===== config.mk =====
export PLATFORM = sky130hd
export DESIGN_NAME = fp_mant_mul_pipe_flat
export DESIGN_NICKNAME = d
export VERILOG_FILES = /design/src/rtl/fp_mant_mul_pipe_pkg.sv /design/src/rtl/fp_mant_mul_pipe_if.sv /design/src/rtl/fp_mant_mul_pipe_mul_pp_stage.sv /design/src/rtl/fp_mant_mul_pipe.sv /design/src/flat_wrapper.sv
export SDC_FILE = /design/constraint.sdc
export NUM_CORES = 2
export LEC_CHECK = 0
export CAP_MARGIN = 20
export CORE_MARGIN = 2
export CORE_UTILIZATION = 40
export CTS_CLUSTER_DIAMETER = 50
export DETAILED_ROUTE_END_ITERATION = 10
export GPL_ROUTABILITY_DRIVEN = 0
export SLEW_MARGIN = 20
export SYNTH_ARGS = -nofsm -noshare
export SYNTH_HDL_FRONTEND = slang
export SYNTH_SLANG_ARGS = --single-unit

===== constraint.sdc =====
create_clock -name clk -period 12.7 [get_ports clk]
set_input_delay 2.54 -clock clk [delete_from_list [all_inputs] [get_ports clk]]
set_output_delay 2.54 -clock clk [all_outputs]
set_load 0.02 [all_outputs]

===== src/rtl/fp_mant_mul_pipe_pkg.sv =====
// Shared constants for the FP multiplier datapath: per-format widths and biases,
// special-case flag positions, and the width of the sideband bundle.
package fp_mant_mul_pipe_pkg;

    localparam int SP_MANT_W = 24;
    localparam int SP_EXP_W  = 8;
    localparam int SP_BIAS   = 127;
    localparam int DP_MANT_W = 53;
    localparam int DP_EXP_W  = 11;
    localparam int DP_BIAS   = 1023;

    localparam int FLAG_NAN  = 2;
    localparam int FLAG_INF  = 1;
    localparam int FLAG_ZERO = 0;
    localparam int NUM_FLAGS = 3;

    // Sideband bundle is packed as {sign, exp[EXP_W:0], flags[2:0], tag}.
    function automatic int sb_width(input int exp_w, input int tag_w);
        return 1 + (exp_w + 1) + NUM_FLAGS + tag_w;
    endfunction

endpackage


===== src/rtl/fp_mant_mul_pipe_if.sv =====
// Valid/ready channel bundle for the mantissa-product stage: operand side,
// result side and the synchronous flush.
interface fp_mant_mul_pipe_if #(
    parameter int MANT_W = 24,
    parameter int EXP_W  = 8,
    parameter int TAG_W  = 4
);
    logic                  flush;
    logic                  in_valid;
    logic                  in_ready;
    logic                  sign_in;
    logic [EXP_W:0]        exp_sum_in;
    logic [MANT_W-1:0]     mant_a_in;
    logic [MANT_W-1:0]     mant_b_in;
    logic [2:0]            flags_in;
    logic [TAG_W-1:0]      tag_in;
    logic                  out_valid;
    logic                  out_ready;
    logic                  sign_out;
    logic [EXP_W:0]        exp_sum_out;
    logic [2*MANT_W-1:0]   mant_prod_out;
    logic [2:0]            flags_out;
    logic [TAG_W-1:0]      tag_out;

    modport master (
        output flush, in_valid, sign_in, exp_sum_in, mant_a_in, mant_b_in,
               flags_in, tag_in, out_ready,
        input  in_ready, out_valid, sign_out, exp_sum_out, mant_prod_out,
               flags_out, tag_out
    );

    modport slave (
        input  flush, in_valid, sign_in, exp_sum_in, mant_a_in, mant_b_in,
               flags_in, tag_in, out_ready,
        output in_ready, out_valid, sign_out, exp_sum_out, mant_prod_out,
               flags_out, tag_out
    );
endinterface


===== src/rtl/fp_mant_mul_pipe_mul_pp_stage.sv =====
// One chunk-multiply-accumulate pipeline stage: adds A * (low CW bits of B),
// weighted by 2^(K*CW), to the incoming partial product.
module mul_pp_stage
    import fp_mant_mul_pipe_pkg::*;
#(
    parameter int MANT_W = 24,
    parameter int CW     = 8,
    parameter int K      = 0,
    parameter int SB_W   = 17
) (
    input  logic                clk,
    input  logic                rst_n,
    input  logic                en,
    input  logic                flush,
    input  logic                valid_in,
    input  logic [MANT_W-1:0]   a_in,
    input  logic [MANT_W-1:0]   b_in,
    input  logic [2*MANT_W-1:0] acc_in,
    input  logic [SB_W-1:0]     sb_in,
    output logic                valid_out,
    output logic [MANT_W-1:0]   a_out,
    output logic [MANT_W-1:0]   b_out,
    output logic [2*MANT_W-1:0] acc_out,
    output logic [SB_W-1:0]     sb_out
);
    localparam int PW = 2 * MANT_W;

    logic [PW-1:0] partial;
    logic [PW-1:0] acc_base;
    logic [PW-1:0] acc_next;

    // B arrives pre-shifted so the chunk for this stage is always its low CW bits.
    always_comb begin
        partial  = PW'(a_in) * PW'(b_in[CW-1:0]);
        acc_base = (K == 0) ? '0 : acc_in;
        acc_next = acc_base + (partial << (K * CW));
    end

    always_ff @(posedge clk or negedge rst_n) begin
        if (!rst_n) begin
            valid_out <= 1'b0;
            a_out     <= '0;
            b_out     <= '0;
            acc_out   <= '0;
            sb_out    <= '0;
        end else if (flush) begin
            valid_out <= 1'b0;
        end else if (en) begin
            valid_out <= valid_in;
            a_out     <= a_in;
            b_out     <= b_in >> CW;
            acc_out   <= acc_next;
            sb_out    <= sb_in;
        end
    end

endmodule


===== src/rtl/fp_mant_mul_pipe.sv =====
// Pipelined mantissa product stage: STAGES chunked multiply-accumulate stages
// with exponent re-bias, sideband pass-through, valid/ready and flush.
module fp_mant_mul_pipe
    import fp_mant_mul_pipe_pkg::*;
#(
    parameter int MANT_W = SP_MANT_W,
    parameter int EXP_W  = SP_EXP_W,
    parameter int STAGES = 3,
    parameter int BIAS   = SP_BIAS,
    parameter int TAG_W  = 4
) (
    input  logic         clk,
    input  logic         rst_n,
    fp_mant_mul_pipe_if.slave bus
);
    localparam int CW   = MANT_W / STAGES;
    localparam int SB_W = sb_width(EXP_W, TAG_W);
    localparam int PW   = 2 * MANT_W;

    logic              en;
    logic [EXP_W:0]    exp_biased;

    logic              v_w   [STAGES+1];
    logic [MANT_W-1:0] a_w   [STAGES+1];
    logic [MANT_W-1:0] b_w   [STAGES+1];
    logic [PW-1:0]     acc_w [STAGES+1];
    logic [SB_W-1:0]   sb_w  [STAGES+1];

    // The whole pipe moves in lockstep: any free output slot lets every stage advance.
    assign en           = !v_w[STAGES] || bus.out_ready;
    assign bus.in_ready = en && !bus.flush;
    assign exp_biased   = bus.exp_sum_in + (EXP_W+1)'(BIAS);

    assign v_w[0]   = bus.in_valid && bus.in_ready;
    assign a_w[0]   = bus.mant_a_in;
    assign b_w[0]   = bus.mant_b_in;
    assign acc_w[0] = '0;
    assign sb_w[0]  = {bus.sign_in, exp_biased, bus.flags_in, bus.tag_in};

    for (genvar k = 0; k < STAGES; k++) begin : g_stage
        mul_pp_stage #(
            .MANT_W (MANT_W),
            .CW     (CW),
            .K      (k),
            .SB_W   (SB_W)
        ) u_stage (
            .clk       (clk),
            .rst_n     (rst_n),
            .en        (en),
            .flush     (bus.flush),
            .valid_in  (v_w[k]),
            .a_in      (a_w[k]),
            .b_in      (b_w[k]),
            .acc_in    (acc_w[k]),
            .sb_in     (sb_w[k]),
            .valid_out (v_w[k+1]),
            .a_out     (a_w[k+1]),
            .b_out     (b_w[k+1]),
            .acc_out   (acc_w[k+1]),
            .sb_out    (sb_w[k+1])
        );
    end

    assign bus.out_valid     = v_w[STAGES];
    assign bus.mant_prod_out = acc_w[STAGES];
    assign {bus.sign_out, bus.exp_sum_out, bus.flags_out, bus.tag_out} = sb_w[STAGES];

endmodule


===== src/flat_wrapper.sv =====
// flat-port wrapper written by rule: the top's interface ports become plain ports
module fp_mant_mul_pipe_flat import fp_mant_mul_pipe_pkg::*;
#(
    parameter int MANT_W = SP_MANT_W,
    parameter int EXP_W  = SP_EXP_W,
    parameter int STAGES = 3,
    parameter int BIAS   = SP_BIAS,
    parameter int TAG_W  = 4
)
  (clk, rst_n, bus_flush, bus_in_valid, bus_sign_in, bus_exp_sum_in, bus_mant_a_in, bus_mant_b_in, bus_flags_in, bus_tag_in, bus_out_ready, bus_in_ready, bus_out_valid, bus_sign_out, bus_exp_sum_out, bus_mant_prod_out, bus_flags_out, bus_tag_out);
  fp_mant_mul_pipe_if #(.MANT_W(MANT_W), .EXP_W(EXP_W), .TAG_W(TAG_W)) bus_i ();
  input  logic clk;
  input  logic rst_n;
  input wire logic [$bits(bus_i.flush)-1:0] bus_flush;
  input wire logic [$bits(bus_i.in_valid)-1:0] bus_in_valid;
  input wire logic [$bits(bus_i.sign_in)-1:0] bus_sign_in;
  input wire logic [$bits(bus_i.exp_sum_in)-1:0] bus_exp_sum_in;
  input wire logic [$bits(bus_i.mant_a_in)-1:0] bus_mant_a_in;
  input wire logic [$bits(bus_i.mant_b_in)-1:0] bus_mant_b_in;
  input wire logic [$bits(bus_i.flags_in)-1:0] bus_flags_in;
  input wire logic [$bits(bus_i.tag_in)-1:0] bus_tag_in;
  input wire logic [$bits(bus_i.out_ready)-1:0] bus_out_ready;
  output wire logic [$bits(bus_i.in_ready)-1:0] bus_in_ready;
  output wire logic [$bits(bus_i.out_valid)-1:0] bus_out_valid;
  output wire logic [$bits(bus_i.sign_out)-1:0] bus_sign_out;
  output wire logic [$bits(bus_i.exp_sum_out)-1:0] bus_exp_sum_out;
  output wire logic [$bits(bus_i.mant_prod_out)-1:0] bus_mant_prod_out;
  output wire logic [$bits(bus_i.flags_out)-1:0] bus_flags_out;
  output wire logic [$bits(bus_i.tag_out)-1:0] bus_tag_out;
  assign bus_i.flush = bus_flush;
  assign bus_i.in_valid = bus_in_valid;
  assign bus_i.sign_in = bus_sign_in;
  assign bus_i.exp_sum_in = bus_exp_sum_in;
  assign bus_i.mant_a_in = bus_mant_a_in;
  assign bus_i.mant_b_in = bus_mant_b_in;
  assign bus_i.flags_in = bus_flags_in;
  assign bus_i.tag_in = bus_tag_in;
  assign bus_i.out_ready = bus_out_ready;
  assign bus_in_ready = bus_i.in_ready;
  assign bus_out_valid = bus_i.out_valid;
  assign bus_sign_out = bus_i.sign_out;
  assign bus_exp_sum_out = bus_i.exp_sum_out;
  assign bus_mant_prod_out = bus_i.mant_prod_out;
  assign bus_flags_out = bus_i.flags_out;
  assign bus_tag_out = bus_i.tag_out;
  fp_mant_mul_pipe #(.MANT_W(MANT_W), .EXP_W(EXP_W), .STAGES(STAGES), .BIAS(BIAS), .TAG_W(TAG_W)) u_core (.clk(clk), .rst_n(rst_n), .bus(bus_i));
endmodule

==> results.md <==
- Outcome: finished with violations
- Violated checks: design-rule violations
- Required time of the critical path: 13.11 ns
- Leading cell types in the layout, fill and taps excluded: sky130_fd_sc_hd__nand2_1, sky130_fd_sc_hd__fa_1, sky130_fd_sc_hd__inv_1
- Cells taking the most area after synthesis: sky130_fd_sc_hd__fa_1, sky130_fd_sc_hd__dfrtp_1, sky130_fd_sc_hd__nand2_1
- Cts bufs inserted: 36
- Setup slack of the critical path after layout: 4.67 ns
- Setup Buffers After CTS: 0
- Total routing resource utilization after global routing: 18.7%
- DR WL/cell: 15.9 microns
- Cells on worst reg2reg path: 27
- Initial core utilization: 40.5%
- Buffer levels on the longest clock path: 3
- Diodes inserted: 0
- Global-route wire length before repair: 118000 microns
- Crit Path Category: in -> reg
- Avg Synthesized Cell Area: 8.71 sq um
- Portion of synthesized cell area occupied by the leading cell type: 26.9%
- Hold Path Depth: 2
- Share of post-route cells with drive strength above 1: 3.10%
- Final setup TNS: 0 ns
- Period minus WS final: 8.03 ns
- Layout net count: 4067
- Path class of the lowest-slack min-delay path: reg -> reg
- Final setup viols: 0
- Biggest fanout along the worst timing path: 24
- Final Hold Fails: 0
- Area Overhead vs Synth: 10.1%
- #FFs+latches synth: 247
- Final HPWL from detailed placement: 53300 microns
- Post-synthesis net count: 4076
- Vias/cell: 4.97
- Starting DRC count in detailed routing: 1008
- Achievable frequency: 125 MHz
- Clock root buffer master: sky130_fd_sc_hd__clkbuf_16
- Crit share post-route: 63.2%
- Cts repair resizes: 0
- Via count of the first global-routing pass: 22671
- Critical Path, Cell by Cell: clkdlybuf4s50_1, nand2_1, fa_1, fa_1, inv_1, fa_1, inv_1, fa_1, inv_1, ha_1, a21o_1, a21oi_1, nand3_1, a31oi_1, a21oi_1, a21bo_2, a311o_1, a221oi_1, xnor2_1, o21ai_0
- Pre-Repair DR Iteration Count: 10
- Final Routed Wirelength: 69400 microns
- Cell count after synthesis: 3399
- Synth Flop Type: sky130_fd_sc_hd__dfrtp_1
- Post-cts hold buffer count: 0
- Transition time at the pin with the least slew margin: 1.00 ns
- Fin. max-slew vios: 0
- RSZ-0062 raised after global routing: no
- Clk pin slew, worst setup/hold paths: 0.06 ns
- Worst relative slew slack: 32.9%
- Clk sinks: 247
- Buffers on Ports: 136
- CTS H-Tree Depth: 2
- Grt total ovfl: 0
- Remaining design rule violation count: 6
- Setup crit end kind: flop
- Total number of yosys warnings: 0
- Source-to-sink clock delay at the later pin of the worst-skew pair: 0.56 ns
- Depth of the critical timing path with buffers and inverters included: 20
- Number of antenna violations at the first check in global routing: 0
- TritonCTS clock tree: built
- Type of element launching the critical path: input port
- Leading area contributor after synthesis: sky130_fd_sc_hd__fa_1
- DIE HEIGHT: 276 microns
- Most common library cell in the layout ignoring fill and taps: sky130_fd_sc_hd__nand2_1
- ANT nets after route: 0
- Total power density per cell area: 263 nW/um^2
- Slowest cell delay on critical path: 1.05 ns
- Most prevalent standard cell on the critical path: sky130_fd_sc_hd__fa_1
- Asr flop ratio synth: 100%
- Leakage power: 0.0160 uW
- Maximum number of pins on one net before global-route repair: 153
- Worst clock skew on the final layout: 0.0140 ns
- Vias: 21742
- Max IR drop VDD: 0.000185 V
- Arrival time at the worst endpoint: 8.44 ns
- Setup WS pre-CTS: 4.04 ns
- Post-Synthesis Cell Area: 29600 sq um
- Dominant delay contributor by cell family on the critical path: adder cells
- Die area: 76200 sq um
- Std-Cell Rows: 99
- Part of the Yosys area used for sequential elements: 20.9%
- Number of enable-type register cells in the synthesized netlist: 0
- Number of primary I/O pins: 137
- Share of the core filled with cells: 44.6%
- Width of the die: 276 microns
- CP max stage cell: sky130_fd_sc_hd__clkdlybuf4s50_1
- Count of max-cap constraint violations: 0
- CP Buf/Inv Count: 4
- Core ar.: 73100 sq um
- Distinct cell type count of the synthesized netlist: 80
worst paths after layout:
path / startpoint / to / slack, ns
worst max-delay path: bus_mant_b_in[2] / u_core.g_stage[0].u_stage.acc_out[31]$_DFFE_PN0P_ / 4.67
worst min-delay path: u_core.g_stage[0].u_stage.acc_out[1]$_DFFE_PN0P_ / u_core.g_stage[1].u_stage.acc_out[1]$_DFFE_PN0P_ / 0.46
worst max register to register: u_core.g_stage[1].u_stage.b_out[2]$_DFFE_PN0P_ / u_core.g_stage[2].u_stage.acc_out[46]$_DFFE_PN0P_ / 4.79
worst min register to register: u_core.g_stage[0].u_stage.acc_out[1]$_DFFE_PN0P_ / u_core.g_stage[1].u_stage.acc_out[1]$_DFFE_PN0P_ / 0.46
max in group asynchronous: rst_n / u_core.g_stage[2].u_stage.acc_out[43]$_DFFE_PN0P_ / 9.40
min in group asynchronous: rst_n / u_core.g_stage[0].u_stage.acc_out[0]$_DFFE_PN0P_ / 2.00
cells by family (layout without fill, tap and decap cells):
group	count (synthesis)	in the layout	share of synthesized area, %
buffers and inverters	594	612	8.36
XOR/XNOR	137	137	4.13
AND/OR/NAND/NOR	1359	1359	21.2
multiplexers	2	2	0.0676
flip-flops	247	247	20.9
AO/OA/AOI/OAI	453	453	9.57
adder cells (fa/ha/maj)	607	607	35.8
area by class of cell:
type / instances / area (sq um)
inverter: 395 / 1490
clock buffer: 44 / 982
sequential: 247 / 6180
timing repair buffer: 152 / 1500
tap: 959 / 1200
clock inverter: 21 / 309
fill: 7291 / 40500
multi-input combinational: 2558 / 20900
worst register-to-register path: stages, from the launching register on:
cell                        delay [ns]
sky130_fd_sc_hd__dfrtp_1          0.90
sky130_fd_sc_hd__nand2_1          0.19
sky130_fd_sc_hd__fa_1             0.54
sky130_fd_sc_hd__fa_1             0.54
sky130_fd_sc_hd__inv_1            0.05
sky130_fd_sc_hd__fa_1             0.47
sky130_fd_sc_hd__inv_1            0.05
sky130_fd_sc_hd__fa_1             0.47
sky130_fd_sc_hd__inv_1            0.04
sky130_fd_sc_hd__ha_1             0.34
sky130_fd_sc_hd__o211ai_1         0.13
sky130_fd_sc_hd__o211a_1          0.25
sky130_fd_sc_hd__o21ai_1          0.21
sky130_fd_sc_hd__a21oi_1          0.15
sky130_fd_sc_hd__o21ai_0          0.22
sky130_fd_sc_hd__xor2_1           0.20
sky130_fd_sc_hd__ha_1             0.33
sky130_fd_sc_hd__a2111oi_0        0.35
sky130_fd_sc_hd__o21ai_0          0.14
sky130_fd_sc_hd__o21ai_0          0.13
sky130_fd_sc_hd__o311ai_1         0.23
sky130_fd_sc_hd__a21o_1           0.24
sky130_fd_sc_hd__a21oi_1          0.26
sky130_fd_sc_hd__nor2_1           0.09
sky130_fd_sc_hd__a2111oi_0        0.62
sky130_fd_sc_hd__and3b_1          0.26
sky130_fd_sc_hd__xnor2_1          0.28
sky130_fd_sc_hd__o21ai_1          0.09
stage by stage:
stage                     cells  hold WS [ns]  area, sq um  power [uW]
after floorplan            3399         0.439        29600        6150
after global routing       4376         0.482        32600        9550
after CTS                  4376         0.460        32600        8680
after global placement     4311         0.444        31300        7510
after detailed placement   4311         0.447        31300        7540
final                      4376         0.458        32600        8590
sequential cells by signal, summed over array words and instances (netlist names):
| name | flops |
|---|---|
| u_core.g_stage.u_stage.sb_out | 51 |
| u_core.g_stage.u_stage.valid_out | 3 |
| u_core.g_stage.u_stage.b_out | 24 |
| u_core.g_stage.u_stage.a_out | 48 |
| u_core.g_stage.u_stage.acc_out | 121 |
cell usage after synthesis (4+ instances only):
library cell	count
sky130_fd_sc_hd__a211oi_1	19
sky130_fd_sc_hd__nand4_1	11
sky130_fd_sc_hd__ha_1	209
sky130_fd_sc_hd__o31ai_1	7
sky130_fd_sc_hd__a21oi_1	117
sky130_fd_sc_hd__a21o_1	44
sky130_fd_sc_hd__buf_4	55
sky130_fd_sc_hd__o21bai_1	16
sky130_fd_sc_hd__o21ai_1	14
sky130_fd_sc_hd__nor2b_1	13
sky130_fd_sc_hd__nand2_1	813
sky130_fd_sc_hd__o21ai_0	143
sky130_fd_sc_hd__a31oi_1	12
sky130_fd_sc_hd__xnor2_1	72
sky130_fd_sc_hd__nand3_1	25
sky130_fd_sc_hd__xor2_1	63
sky130_fd_sc_hd__a211o_1	5
sky130_fd_sc_hd__nor2_1	65
sky130_fd_sc_hd__buf_1	5
sky130_fd_sc_hd__a2111oi_0	5
sky130_fd_sc_hd__clkbuf_1	136
sky130_fd_sc_hd__fa_1	398
sky130_fd_sc_hd__dfrtp_1	247
sky130_fd_sc_hd__nor3_1	20
sky130_fd_sc_hd__inv_1	394
sky130_fd_sc_hd__o21a_1	16
sky130_fd_sc_hd__a31o_2	4
sky130_fd_sc_hd__nand2b_1	19
sky130_fd_sc_hd__and2_1	355
sky130_fd_sc_hd__o211ai_1	9
sky130_fd_sc_hd__and3_1	13
power by group:
part           internal, uW  switching (uW)
logic                  2680            3580
clock network           666             406
registers              1030             229
metal layers:
| metal | GRT usage (%) | part of all wire (%) | vias up |
|---|---|---|---|
| met5 | 0 | 0 | - |
| met4 | 4.30 | 2.1 | 0 |
| met3 | 2.43 | 3.9 | 92 |
| met2 | 30.2 | 45 | 367 |
| met1 | 26.9 | 49 | 10687 |
| li1 | - | - | 10596 |
Power figures use the tool's default switching activity.
